`src/rtl/router_local_port_if.sv`:
```
// Local network-interface port bundle: DMA-to-router flits with credit
// return, and router-to-DMA flits with credit pop.
interface router_local_port_if #(
  parameter int FLIT_WIDTH = 32
);
  logic                  rx;
  logic [FLIT_WIDTH-1:0] data_i;
  logic                  credit_o;
  logic                  tx;
  logic [FLIT_WIDTH-1:0] data_o;
  logic                  credit_i;

  // DMA side: pushes flits, consumes presented flits
  modport master (
    output rx, data_i, credit_i,
    input  credit_o, tx, data_o
  );

  // Router side: buffers pushed flits, presents the head flit
  modport slave (
    input  rx, data_i, credit_i,
    output credit_o, tx, data_o
  );
endinterface

```
`src/rtl/router_local_port.sv`:
```
// Router-side endpoint of the local port: flit FIFO with credit return,
// head-flit presentation, and packet framing on the popped stream.
// Optional statistics counters are built when ROUTER_PORT_STATS_EN is defined;
// otherwise the stats outputs are tied to zero.
//
// Framing states:
//   state     | meaning
//   F_HEADER  | next pop is a header flit; it is latched into dest_out
//   F_SIZE    | next pop is the payload length in flits
//   F_PAYLOAD | popping payload; remaining counts down to the last flit
//   F_ERROR   | unreachable; any illegal encoding falls back to F_HEADER
module router_local_port #(
  parameter int FLIT_WIDTH   = 32,
  parameter int BUFFER_DEPTH = 8
) (
  input  logic                  clock,
  input  logic                  reset,
  router_local_port_if.slave    port_if,
  output logic [FLIT_WIDTH-1:0] dest_out,
  output logic [3:0]            frame_state_out,
  output logic                  pkt_end_out,
  output logic                  overflow_out,
  output logic [31:0]           pkt_count_out,
  output logic [31:0]           flit_count_out
);

  localparam int PW = $clog2(BUFFER_DEPTH);
  localparam int CW = PW + 1;
  localparam logic [CW-1:0] DEPTH_C = CW'(BUFFER_DEPTH);

  typedef enum logic [3:0] {
    F_HEADER  = 4'b0001,
    F_SIZE    = 4'b0010,
    F_PAYLOAD = 4'b0100,
    F_ERROR   = 4'b1000
  } frame_t;

  logic [FLIT_WIDTH-1:0] mem [BUFFER_DEPTH];
  logic [PW-1:0]         wr_ptr, rd_ptr;
  logic [CW-1:0]         count;
  logic                  push, pop;

  frame_t                state_q, state_d;
  logic [FLIT_WIDTH-1:0] remaining_q, remaining_d;
  logic [FLIT_WIDTH-1:0] dest_d;
  logic                  pkt_end_d;

  // Credit keeps one slot spare for the flit already in flight from the sender.
  assign port_if.tx       = (count != '0);
  assign port_if.data_o   = mem[rd_ptr];
  assign port_if.credit_o = (count < (DEPTH_C - CW'(1)));

  assign pop  = port_if.tx & port_if.credit_i;
  assign push = port_if.rx & ((count < DEPTH_C) | pop);

  // Flit storage; contents are not reset.
  always_ff @(posedge clock) begin
    if (push) mem[wr_ptr] <= port_if.data_i;
  end

  // Pointers and occupancy; on a full push+pop the write lands in the freed slot.
  always_ff @(posedge clock) begin
    if (reset) begin
      wr_ptr <= '0;
      rd_ptr <= '0;
      count  <= '0;
    end else begin
      if (push) wr_ptr <= wr_ptr + PW'(1);
      if (pop)  rd_ptr <= rd_ptr + PW'(1);
      case ({push, pop})
        2'b10:   count <= count + CW'(1);
        2'b01:   count <= count - CW'(1);
        default: count <= count;
      endcase
    end
  end

  // Sticky overflow: a flit arrived with no room and no pop to make room.
  always_ff @(posedge clock) begin
    if (reset)                      overflow_out <= 1'b0;
    else if (port_if.rx && !push)   overflow_out <= 1'b1;
  end

  // Framing next-state: header, size, then payload countdown to zero.
  always_comb begin
    state_d     = state_q;
    remaining_d = remaining_q;
    dest_d      = dest_out;
    pkt_end_d   = 1'b0;
    case (state_q)
      F_HEADER: begin
        if (pop) begin
          dest_d  = port_if.data_o;
          state_d = F_SIZE;
        end
      end
      F_SIZE: begin
        if (pop) begin
          remaining_d = port_if.data_o;
          if (port_if.data_o == '0) begin
            state_d   = F_HEADER;
            pkt_end_d = 1'b1;
          end else begin
            state_d = F_PAYLOAD;
          end
        end
      end
      F_PAYLOAD: begin
        if (pop) begin
          remaining_d = remaining_q - FLIT_WIDTH'(1);
          if (remaining_q == FLIT_WIDTH'(1)) begin
            state_d   = F_HEADER;
            pkt_end_d = 1'b1;
          end
        end
      end
      default: state_d = F_HEADER;
    endcase
  end

  // Framing state register and registered end-of-packet pulse.
  always_ff @(posedge clock) begin
    if (reset) begin
      state_q     <= F_HEADER;
      remaining_q <= '0;
      dest_out    <= '0;
      pkt_end_out <= 1'b0;
    end else begin
      state_q     <= state_d;
      remaining_q <= remaining_d;
      dest_out    <= dest_d;
      pkt_end_out <= pkt_end_d;
    end
  end

  assign frame_state_out = state_q;

`ifdef ROUTER_PORT_STATS_EN
  logic [31:0] pkt_cnt_q, flit_cnt_q;

  // Free-running wrap-around counters of accepted flits and completed packets.
  always_ff @(posedge clock) begin
    if (reset) begin
      pkt_cnt_q  <= '0;
      flit_cnt_q <= '0;
    end else begin
      if (push)        flit_cnt_q <= flit_cnt_q + 32'd1;
      if (pkt_end_out) pkt_cnt_q  <= pkt_cnt_q + 32'd1;
    end
  end

  assign pkt_count_out  = pkt_cnt_q;
  assign flit_count_out = flit_cnt_q;
`else
  assign pkt_count_out  = 32'd0;
  assign flit_count_out = 32'd0;
`endif

endmodule

```
`src/flat_wrapper.sv`:
```
// flat-port wrapper written by rule: the top's interface ports become plain ports
module router_local_port_flat 
#(
  parameter int FLIT_WIDTH   = 32,
  parameter int BUFFER_DEPTH = 8
)
  (clock, reset, dest_out, frame_state_out, pkt_end_out, overflow_out, pkt_count_out, flit_count_out, port_if_rx, port_if_data_i, port_if_credit_i, port_if_credit_o, port_if_tx, port_if_data_o);
  router_local_port_if #(.FLIT_WIDTH(FLIT_WIDTH)) port_if_i ();
  input  logic clock;
  input  logic reset;
  output logic [FLIT_WIDTH-1:0] dest_out;
  output logic [3:0] frame_state_out;
  output logic pkt_end_out;
  output logic overflow_out;
  output logic [31:0] pkt_count_out;
  output logic [31:0] flit_count_out;
  input wire logic [$bits(port_if_i.rx)-1:0] port_if_rx;
  input wire logic [$bits(port_if_i.data_i)-1:0] port_if_data_i;
  input wire logic [$bits(port_if_i.credit_i)-1:0] port_if_credit_i;
  output wire logic [$bits(port_if_i.credit_o)-1:0] port_if_credit_o;
  output wire logic [$bits(port_if_i.tx)-1:0] port_if_tx;
  output wire logic [$bits(port_if_i.data_o)-1:0] port_if_data_o;
  assign port_if_i.rx = port_if_rx;
  assign port_if_i.data_i = port_if_data_i;
  assign port_if_i.credit_i = port_if_credit_i;
  assign port_if_credit_o = port_if_i.credit_o;
  assign port_if_tx = port_if_i.tx;
  assign port_if_data_o = port_if_i.data_o;
  router_local_port #(.FLIT_WIDTH(FLIT_WIDTH), .BUFFER_DEPTH(BUFFER_DEPTH)) u_core (.clock(clock), .reset(reset), .port_if(port_if_i), .dest_out(dest_out), .frame_state_out(frame_state_out), .pkt_end_out(pkt_end_out), .overflow_out(overflow_out), .pkt_count_out(pkt_count_out), .flit_count_out(flit_count_out));
endmodule
```
`config.mk`:
```
export PLATFORM = sky130hd
export DESIGN_NAME = router_local_port_flat
export DESIGN_NICKNAME = d
export VERILOG_FILES = /design/src/rtl/router_local_port_if.sv /design/src/rtl/router_local_port.sv /design/src/flat_wrapper.sv
export SDC_FILE = /design/constraint.sdc
export NUM_CORES = 1
export LEC_CHECK = 0
export CAP_MARGIN = 20
export CELL_PAD_IN_SITES_DETAIL_PLACEMENT = 0
export CELL_PAD_IN_SITES_GLOBAL_PLACEMENT = 1
export CORE_MARGIN = 8
export CORE_UTILIZATION = 51
export CTS_BUF_LIST = sky130_fd_sc_hd__clkbuf_8
export CTS_CLUSTER_DIAMETER = 80
export DETAILED_ROUTE_END_ITERATION = 8
export PLACE_DENSITY_LB_ADDON = 0.1
export SLEW_MARGIN = 40
export SYNTH_ARGS = -nofsm -noshare
export SYNTH_HDL_FRONTEND = slang
export SYNTH_SLANG_ARGS = --single-unit
```
`constraint.sdc`:
```
create_clock -name clock -period 10.1 [get_ports clock]
set_clock_uncertainty 0.15 [all_clocks]
set_input_delay 3.03 -clock clock [delete_from_list [all_inputs] [get_ports clock]]
set_output_delay 3.03 -clock clock [all_outputs]
set_load 0.02 [all_outputs]
```
Word-level counts from Yosys, hierarchy flattened. Memory sizes are Yosys's and may differ from the RTL's. A register that Yosys moved wholly into a read port is not among the register bits. Index checks and enable logic that the tools add are counted. W data, S select, Z words.

Flip-flop bits (word level): 80. Latch bits: 0. RAM bits: 256. Memory bits (read-only): 0. Output and inout port bits: 136. Logic and storage cells: 57. Memories: 1.

Add/sub/neg operators: 5. Multiply operators: 0. Divide/modulo/power cells: 0. Magnitude comparators: 2. Eq/ne operators: 10. Shifts and indexed selects: 0. Muxes and demuxes: 19. Bitwise logic cells: 3. Reduce and logical (&&, ||, !) cells: 9.

Memory list: u_core.mem (words 8, width 32, rd ports 1, clocked after memory_dff 1, wr ports 1, line router_local_port.sv:38) `logic [FLIT_WIDTH-1:0] mem [BUFFER_DEPTH];`.

Operator list (number): $mux W32 (2); $pmux W32 S2 (1); $eq A32 B1 Y1 const B (1); $logic_not A32 Y1 (1); $sub A32 B1 Y32 const B (1); $mux W4 (4); $pmux W4 S3 (1); $mux W3 (3); $ne A2 B1 Y1 const B (4); $pmux W4 S2 (1); $add A3 B1 Y3 const B (2); $mux W1 (6); $add A4 B1 Y4 const B (1); $eq A4 B1 Y1 const B (1); $eq A4 B2 Y1 const B (1); $eq A4 B3 Y1 const B (1); $lt A4 B3 Y1 const B (1); $lt A4 B4 Y1 const B (1); $reduce_and A4 Y1 (1); $reduce_bool A2 Y1 (2); $reduce_bool A4 Y1 (1); $sub A4 B1 Y4 const B (1); $reduce_and A3 Y1 (1); $and A1 B1 Y1 (2); 7 further kinds (7).

Logic depth before layout (Yosys ltp). Gate-level depths: netlist (run 1).

Depth after elaboration: 6. Depth in mapped cells: 11. Mapped depth without buffers: 10.

Worst setup path after synthesis (run 1). No wires, ideal clock.

Path kind: input to register. Start: in port_if_credit_i. End: mem u_core.mem[0][0] (enable). Data arrival time: 5.816 ns. Path slack: 3.673 ns. Stages on the path: 5. Path buffers: 0. Cells stage by stage: inv_1 nand2_1 nand2_1 or2_2 nor3_1.

Longest elaborated chain between the ends: 5.

Ends and longest elaborated chain: start, declared (line flat_wrapper.sv:19) `input wire logic [$bits(port_if_i.credit_i)-1:0] port_if_credit_i;`; $and A1 B1 Y1 (line router_local_port.sv:53) `assign pop = port_if.tx & port_if.credit_i;`; $or A1 B1 Y1 (line router_local_port.sv:54) `assign push = port_if.rx & ((count < DEPTH_C) | pop);`; $and A1 B1 Y1 (line router_local_port.sv:54); $mux W1 (line router_local_port.sv:58) `if (push) mem[wr_ptr] <= port_if.data_i;`; $mux W1 (not written as such) (line router_local_port.sv:58); end, declared (line router_local_port.sv:38).

Every way passes these cells.

==> results of run 1 <==
[cell families (layout without fill, tap and decap cells)]
group           count (synthesis)  in the layout  share of synthesized area [%]
flops                         338            338                          65.27
simple gates                  224            224                          7.362
compound gates                191            191                          8.447
buf+inv                       163            262                          6.583
mux                           103            103                          11.27
fa+ha+maj                       7              7                         0.6127
xor+xnor                        7              7                         0.4289
other cells                     1             65                        0.02624
[registers in the layout, indices dropped and copies added (netlist names), named ones only]
name	cells
u_core.remaining_q	32
u_core.pkt_end_out	1
u_core.dest_out	32
u_core.frame_state_out	3
u_core.wr_ptr	3
u_core.overflow_out	1
u_core.mem	256
u_core.count	4
u_core.rd_ptr	3
[path summary, 6_finish.rpt]
path,from,to,slack (ns)
worst max-delay path,flip-flop,port_if_data_o[0],3.14
worst min-delay path,u_core.overflow_out,u_core.overflow_out,0.33
worst max register to register,flip-flop,u_core.frame_state_out[0],6.01
worst min register to register,u_core.overflow_out,u_core.overflow_out,0.33
[where the power goes]
group	total [mW]	internal [mW]	switching, mW
Sequential	1.70	1.61	0.0932
Combinational	1.07	0.455	0.618
Clock	1.12	0.599	0.526
Total	3.90	2.66	1.24
[cells in the mapped netlist (all sizes together) (3+ instances only)]
library cell	instances	area share, %
o31ai	3	0.19
o211ai	3	0.16
mux2i	52	3.9
nand2b	5	0.22
ha	7	0.61
dfxtp	82	11
mux2	11	0.87
buf	87	4.6
o22ai	25	1.1
clkbuf	37	0.97
edfxtp	256	54
nor4b	3	0.18
nor2	84	2.2
o21ai	33	1.2
mux4	40	6.5
or3	5	0.22
a22oi	6	0.32
a211oi	36	1.9
nand2	45	1.2
nor3	29	1.0
o21a	3	0.16
or2	3	0.13
a221oi	3	0.27
nand3	17	0.60
nor4	6	0.35
nor2b	6	0.26
a31oi	3	0.13
inv	37	0.97
and3	6	0.26
a221o	3	0.21
nand4	11	0.48
xor2	5	0.31
a21oi	61	2.1
[worst reg2reg max path: cells and delay by family (launching register included)]
family	cells	cell delay, ns
compound gates	3	0.88
simple gates	2	0.94
flops	1	0.82
mux	1	0.61
buf+inv	1	0.61
[through the flow]
| step | utilization [%] | area [um^2] | worst slack [ns] | instances |
|---|---|---|---|---|
| 2_1_floorplan | - | 14530 | 3.673 | 1098 |
| 3_3_place_gp | 55.86 | 15480 | 3.773 | 1476 |
| 3_5_place_dp | 55.92 | 15490 | 3.685 | 1476 |
| 5_1_grt | 59.67 | 16530 | 2.874 | 1575 |
| 4_1_cts | 59.67 | 16530 | 3.066 | 1575 |
| 6_report | 59.67 | 16530 | 3.145 | 1575 |
[area by class of cell]
cell class | count | share of cell area (%)
clock inverters | 42 | 1.536
flip-flops and latches | 338 | 56.47
multi-input cells | 597 | 26.27
clock buffers | 57 | 4.746
well taps | 378 | 2.861
inverters | 39 | 0.8856
repair buffers | 124 | 7.228
[routing by layer]
metal,part of all wire (%),GRT usage [%]
met4,1.9,5.303
met2,47,32.33
met5,0,0
met1,44,27.84
met3,6.9,3.775
==> run_summary.xml, run 1 <==
<?xml version="1.0" encoding="UTF-8"?>
<metrics>
  <group name="clocking">
    <metric name="worst_skew_pair.late_latency" unit="ns">0.59</metric>
    <metric name="numCtsBuffers" unit="">55</metric>
    <metric name="h_tree_lvls" unit="">2</metric>
    <metric name="cts_tree" unit="">yes</metric>
    <metric name="cts.hold.buffers_added" unit="">0</metric>
    <metric name="post_cts_buffers" unit="">0</metric>
    <metric name="clkTransAtPathRegs" unit="ns">0.06</metric>
    <metric name="clk_root_buffer_cell" unit="">sky130_fd_sc_hd__clkbuf_8</metric>
    <metric name="cts_buffer_depth" unit="">3</metric>
    <metric name="ctsResizeCount" unit="">0</metric>
    <metric name="clock-sinks" unit="">338</metric>
  </group>
  <group name="detailed_routing">
    <metric name="drt_first_iter_violations" unit="">665</metric>
    <metric name="via_count" unit="">8719</metric>
    <metric name="routed_wl" unit="um">34370</metric>
    <metric name="drt_pre_antenna_iters" unit="">5</metric>
    <metric name="number_of_nets_with_antenna_violations_after_routing" unit="">0</metric>
    <metric name="route.detailed.vias_per_inst" unit="">5.536</metric>
    <metric name="remaining_drcs" unit="">0</metric>
    <metric name="wire_per_inst" unit="um">21.82</metric>
  </group>
  <group name="cells_and_area">
    <metric name="syn_to_final_growth" unit="%">15.65</metric>
    <metric name="multi_input_comb_area" unit="um^2">4343</metric>
    <metric name="antenna-diode-count" unit="">0</metric>
    <metric name="fillerInstances" unit="">2265</metric>
    <metric name="final_layout_size_suffix_gt1_share" unit="%">13.37</metric>
    <metric name="layout.cells.most_common" unit="">sky130_fd_sc_hd__edfxtp_1</metric>
    <metric name="net_count_final" unit="">1198</metric>
    <metric name="total_area_of_sequential_cells" unit="um^2">9335</metric>
    <metric name="most-common-layout-cells" unit="">sky130_fd_sc_hd__edfxtp_1, sky130_fd_sc_hd__clkdlybuf4s50_1, sky130_fd_sc_hd__dfxtp_1, sky130_fd_sc_hd__nor2_1, sky130_fd_sc_hd__conb_1</metric>
  </group>
  <group name="grt">
    <metric name="grt_antenna_before_repair" unit="">0</metric>
    <metric name="global_route.overflow_total" unit="">0</metric>
    <metric name="grt_usage" unit="%">20.11</metric>
    <metric name="grt_start_max_net_pins" unit="">79</metric>
    <metric name="via_count_of_the_first_global_routing_pass" unit="">8673</metric>
    <metric name="grt_first_pass_wirelength" unit="um">51970</metric>
  </group>
  <group name="placement">
    <metric name="io_buffers" unit="">106</metric>
    <metric name="place_hpwl" unit="um">20610</metric>
    <metric name="globalplace.congestion" unit="">0.7459</metric>
  </group>
  <group name="yosys">
    <metric name="synthCells" unit="">1034</metric>
    <metric name="synth_enable_flop_cells" unit="">256</metric>
    <metric name="asyncSetResetFlopFracSynth" unit="%">0</metric>
    <metric name="synthesis.yosys.warnings" unit="">0</metric>
    <metric name="ys_seq_elements" unit="">338</metric>
    <metric name="synth_area_per_cell" unit="um^2">13.82</metric>
    <metric name="seq_area_frac_synth" unit="%">65.27</metric>
    <metric name="synth_flop_cell" unit="">sky130_fd_sc_hd__edfxtp_1</metric>
    <metric name="netlist_area_before_placement" unit="um^2">14290</metric>
    <metric name="synth_cell_types" unit="">64</metric>
  </group>
  <group name="min_path">
    <metric name="hold_path_depth" unit="">2</metric>
    <metric name="min-delay-path-class" unit="">reg2reg</metric>
  </group>
  <group name="setup_path">
    <metric name="timing_worst_setup_path_type" unit="">reg2out</metric>
    <metric name="worst_path_largest_cell_delay" unit="ns">0.82</metric>
    <metric name="worst_setup_path_end_kind" unit="">output port</metric>
    <metric name="worst_ep_required_time" unit="ns">6.92</metric>
    <metric name="worstSetupPathDepth" unit="">5</metric>
    <metric name="worst_setup_path_start_kind" unit="">flip-flop</metric>
    <metric name="slowest_stage" unit="">sky130_fd_sc_hd__dfxtp_4</metric>
    <metric name="critical_path.top_delay_family" unit="">buffers and inverters</metric>
    <metric name="cp_data_arrival_time" unit="ns">3.78</metric>
    <metric name="critical_path.max_fanout" unit="">35</metric>
    <metric name="critical_path.n_buffers_inverters" unit="">3</metric>
    <metric name="path_cells" unit="">buf_4, mux4_2, a21oi_1, inv_1, clkdlybuf4s50_1</metric>
    <metric name="r2r_cells" unit="">7</metric>
  </group>
  <group name="die">
    <metric name="design.portCount" unit="">172</metric>
    <metric name="die_height" unit="um">183.4</metric>
    <metric name="dieWidth" unit="um">183.4</metric>
    <metric name="initial_core_utilization" unit="%">51.59</metric>
    <metric name="dieArea" unit="um^2">33640</metric>
    <metric name="core_area" unit="um^2">27710</metric>
    <metric name="std_cell_rows" unit="">61</metric>
  </group>
  <group name="outcome">
    <metric name="outcome" unit="">finished, final reports clean</metric>
  </group>
  <group name="sta">
    <metric name="rsz0062_at_grt" unit="">false</metric>
    <metric name="max_freq" unit="GHz">0.1438</metric>
    <metric name="timing.final.setup_violations" unit="">0</metric>
    <metric name="slew_headroom" unit="%">47.93</metric>
    <metric name="report.final.slew_viol_count" unit="">0</metric>
    <metric name="worstMarginPinSlew" unit="ns">0.7594</metric>
    <metric name="fin_hold_viols" unit="">0</metric>
    <metric name="setup_tns" unit="ns">0</metric>
    <metric name="layout_min_cycle_time" unit="ns">6.955</metric>
    <metric name="hold_ws" unit="ns">0.3270</metric>
    <metric name="timing.final.crit_share" unit="%">68.87</metric>
  </group>
  <group name="run">
    <metric name="max_cap_viol_count" unit="">0</metric>
  </group>
  <group name="power_and_ir_drop">
    <metric name="power_dens_cells" unit="nW/um^2">235.7</metric>
    <metric name="design_power_total" unit="mW">3.896</metric>
    <metric name="leakagePower" unit="nW">5.581</metric>
    <metric name="peakVddDrop" unit="uV">111.1</metric>
  </group>
</metrics>
(Power assumes the default switching activity.)
==> run 2: changes to the inputs <==
--- a/config.mk
+++ b/config.mk
@@ -9,7 +9,7 @@
 export CELL_PAD_IN_SITES_DETAIL_PLACEMENT = 0
 export CELL_PAD_IN_SITES_GLOBAL_PLACEMENT = 1
 export CORE_MARGIN = 8
-export CORE_UTILIZATION = 51
+export CORE_UTILIZATION = 43
 export CTS_BUF_LIST = sky130_fd_sc_hd__clkbuf_8
 export CTS_CLUSTER_DIAMETER = 80
 export DETAILED_ROUTE_END_ITERATION = 8
==> constraint.sdc (replaced) <==
create_clock -name clock -period 5.6 [get_ports clock]
set_clock_uncertainty 0.15 [all_clocks]
set_input_delay 1.68 -clock clock [delete_from_list [all_inputs] [get_ports clock]]
set_output_delay 1.68 -clock clock [all_outputs]
set_load 0.02 [all_outputs]
==> run 2 against run 1 <==
Compared with the run above: combinational power grew 90%; sequential power grew 80%; clock power grew 77%; final area grew 1.5%; via count grew 0.94%; first-iteration DRC count shrank 22%; worst hold slack gained 0.0020 ns; die area grew 17%; clock-buffer cell count is the same; sequential share of layout area shrank 0.83 points; critical path depth grew 1; non-clock buffer count grew 25; largest power group unchanged; highest routed layer unchanged.
==> run_summary.xml, run 2 (synthesis gave the netlist of run 1 again) <==
<?xml version="1.0" encoding="UTF-8"?>
<metrics>
  <group name="outcome">
    <metric name="outcome" unit="">finished, final reports clean</metric>
  </group>
  <group name="grt">
    <metric name="grt_usage" unit="%">18.18</metric>
    <metric name="grt_start_max_net_pins" unit="">51</metric>
    <metric name="global_route.overflow_total" unit="">0</metric>
    <metric name="via_count_of_the_first_global_routing_pass" unit="">8975</metric>
    <metric name="grt_antenna_before_repair" unit="">0</metric>
    <metric name="grt_first_pass_wirelength" unit="um">54760</metric>
  </group>
  <group name="cells_and_area">
    <metric name="largest_register_ffs" unit="">256</metric>
    <metric name="final_cell_area" unit="um^2">16780</metric>
    <metric name="largest_registers" unit="">u_core.mem (256), u_core.dest_out (32), u_core.remaining_q (32)</metric>
    <metric name="most-common-layout-cells" unit="">sky130_fd_sc_hd__edfxtp_1, sky130_fd_sc_hd__clkdlybuf4s50_1, sky130_fd_sc_hd__dfxtp_1, sky130_fd_sc_hd__nor2_1, sky130_fd_sc_hd__conb_1</metric>
    <metric name="syn_to_final_growth" unit="%">17.37</metric>
    <metric name="fillerInstances" unit="">2883</metric>
    <metric name="post_layout_nonfiller_instances" unit="">1668</metric>
    <metric name="regMostFlops" unit="">u_core.mem</metric>
    <metric name="layout.cells.most_common" unit="">sky130_fd_sc_hd__edfxtp_1</metric>
    <metric name="antenna-diode-count" unit="">0</metric>
    <metric name="net_count_final" unit="">1223</metric>
    <metric name="final_layout_size_suffix_gt1_share" unit="%">15.25</metric>
  </group>
  <group name="detailed_routing">
    <metric name="wire_per_inst" unit="um">21.62</metric>
    <metric name="via_count" unit="">8801</metric>
    <metric name="drt_pre_antenna_iters" unit="">5</metric>
    <metric name="route.detailed.vias_per_inst" unit="">5.276</metric>
    <metric name="number_of_nets_with_antenna_violations_after_routing" unit="">0</metric>
    <metric name="remaining_drcs" unit="">0</metric>
    <metric name="drt_first_iter_violations" unit="">517</metric>
    <metric name="routed_wl" unit="um">36070</metric>
  </group>
  <group name="setup_path">
    <metric name="worst_setup_path_start_kind" unit="">flip-flop</metric>
    <metric name="path_cells" unit="">buf_4, mux2i_1, o22ai_1, a221oi_2, inv_1, clkdlybuf4s50_1</metric>
    <metric name="r2r_cells" unit="">8</metric>
    <metric name="timing_worst_setup_path_type" unit="">reg2out</metric>
    <metric name="worst_ep_required_time" unit="ns">3.77</metric>
    <metric name="worst_setup_path_end_kind" unit="">output port</metric>
    <metric name="reg2reg_setup_slack" unit="ns">2.03</metric>
    <metric name="worst_path_largest_cell_delay" unit="ns">0.76</metric>
    <metric name="critical_path.n_buffers_inverters" unit="">3</metric>
    <metric name="slowest_stage" unit="">sky130_fd_sc_hd__dfxtp_4</metric>
    <metric name="cp_data_arrival_time" unit="ns">3.14</metric>
    <metric name="critical_path.top_delay_family" unit="">buffers and inverters</metric>
    <metric name="timing.rr.end" unit="">u_core.frame_state_out[0]</metric>
    <metric name="critical_path.max_fanout" unit="">33</metric>
  </group>
  <group name="die">
    <metric name="die_height" unit="um">198.3</metric>
    <metric name="dieArea" unit="um^2">39330</metric>
    <metric name="core_area" unit="um^2">32620</metric>
    <metric name="initial_core_utilization" unit="%">43.82</metric>
    <metric name="dieWidth" unit="um">198.3</metric>
    <metric name="design.portCount" unit="">172</metric>
    <metric name="std_cell_rows" unit="">66</metric>
  </group>
  <group name="clocking">
    <metric name="cts_buffer_depth" unit="">3</metric>
    <metric name="clk_root_buffer_cell" unit="">sky130_fd_sc_hd__clkbuf_8</metric>
    <metric name="worst_skew_pair.late_latency" unit="ns">0.59</metric>
    <metric name="h_tree_lvls" unit="">2</metric>
    <metric name="clkTransAtPathRegs" unit="ns">0.06</metric>
    <metric name="ctsResizeCount" unit="">0</metric>
    <metric name="cts_tree" unit="">yes</metric>
    <metric name="numCtsBuffers" unit="">55</metric>
    <metric name="clock-sinks" unit="">338</metric>
    <metric name="post_cts_buffers" unit="">0</metric>
    <metric name="cts.hold.buffers_added" unit="">0</metric>
  </group>
  <group name="sta">
    <metric name="report.final.slew_viol_count" unit="">0</metric>
    <metric name="fin_hold_viols" unit="">0</metric>
    <metric name="setup_tns" unit="ns">0</metric>
    <metric name="slew_headroom" unit="%">47.70</metric>
    <metric name="timing.final.setup_violations" unit="">0</metric>
    <metric name="worstMarginPinSlew" unit="ns">0.7774</metric>
    <metric name="timing.final.crit_share" unit="%">88.67</metric>
    <metric name="rsz0062_at_grt" unit="">false</metric>
    <metric name="max_freq" unit="GHz">0.2014</metric>
    <metric name="layout_min_cycle_time" unit="ns">4.966</metric>
  </group>
  <group name="min_path">
    <metric name="hold_path_depth" unit="">2</metric>
    <metric name="holdCritStartpoint" unit="">u_core.overflow_out</metric>
    <metric name="min-delay-path-class" unit="">reg2reg</metric>
    <metric name="hold_end" unit="">u_core.overflow_out</metric>
  </group>
  <group name="power_and_ir_drop">
    <metric name="power_switching_share" unit="%">32.47</metric>
    <metric name="clock_group_share_of_total_power" unit="%">28.0</metric>
    <metric name="netSwitchingPower" unit="mW">2.296</metric>
    <metric name="power_dens_cells" unit="nW/um^2">421.5</metric>
    <metric name="share_seq_of_total_power" unit="%">43.3</metric>
    <metric name="power_report.internal_total" unit="mW">4.775</metric>
    <metric name="peakVddDrop" unit="uV">238.3</metric>
    <metric name="pwr-share-comb" unit="%">28.7</metric>
    <metric name="leakagePower" unit="nW">5.717</metric>
  </group>
  <group name="placement">
    <metric name="globalplace.congestion" unit="">0.7267</metric>
    <metric name="io_buffers" unit="">106</metric>
    <metric name="dp.cells" unit="">1565</metric>
    <metric name="placement.cell_area" unit="um^2">15760</metric>
    <metric name="place_hpwl" unit="um">22860</metric>
  </group>
  <group name="run">
    <metric name="max_cap_viol_count" unit="">0</metric>
  </group>
</metrics>
run 2: cell count changes in the layout (fill, tap and decap cells not counted), sizes merged:
cell      previous run  this run
buf                 19        44
bufinv               3         1
clkinv              32        35
clkinvlp             1         0
inv                 45        49
run 2: layout make-up:
| class | instances | area, um^2 | share of cell area (%) |
|---|---|---|---|
| tap | 442 | 553.0 | 3.297 |
| sequential | 338 | 9335 | 55.65 |
| inverter | 39 | 146.4 | 0.8726 |
| clock buffer | 57 | 784.5 | 4.676 |
| multi-input combinational | 597 | 4332 | 25.82 |
| timing repair buffer | 149 | 1394 | 8.308 |
| clock inverter | 46 | 231.5 | 1.380 |
run 2: tightest hold or removal path, cell delays in order, from the launching register on:
cell and delay [ns]:
sky130_fd_sc_hd__dfxtp_1 0.32, sky130_fd_sc_hd__a31oi_1 0.04, sky130_fd_sc_hd__nor2_1 0.08
run 2: power groups by stage:
stage,Combinational [mW],Sequential (mW),Clock (mW)
floorplan,1.12,3.17,0
global placement,2.06,3.11,0
detailed placement,2.05,3.12,0
CTS,2.06,3.07,2.03
global route,2.19,3.09,2.14
finish,2.03,3.06,1.98
run 2: per-stage QoR:
stage                     utilization, %  setup slack (ns)  hold slack (ns)  power, mW
after floorplan                        -            0.5227           0.2961      4.291
after global placement             48.31             1.209           0.3130      5.168
after detailed placement           48.32             1.187           0.3218      5.170
after CTS                          51.43            0.5499           0.3294      7.162
after global routing               51.43            0.4470           0.3591      7.426
final                              51.43            0.6342           0.3290      7.071
run 2: worst max path at each step:
stage / from / end / cells after the start
after detailed placement: flip-flop / port_if_data_o[20] / 6
after global placement: flip-flop / port_if_data_o[20] / 6
after floorplan: port_if_credit_i / u_core.mem[0][0] / 5
after global routing: flip-flop / port_if_data_o[20] / 6
final: flip-flop / port_if_data_o[20] / 6
after CTS: flip-flop / port_if_data_o[20] / 6
run 2: routing by layer:
metal	track usage, %	vias to the layer above	part of all wire [%]
met1	25.06	4399	46
met5	0	-	0
met2	29.32	251	47
li1	-	4094	-
met3	3.514	57	5.7
met4	4.480	0	1.7
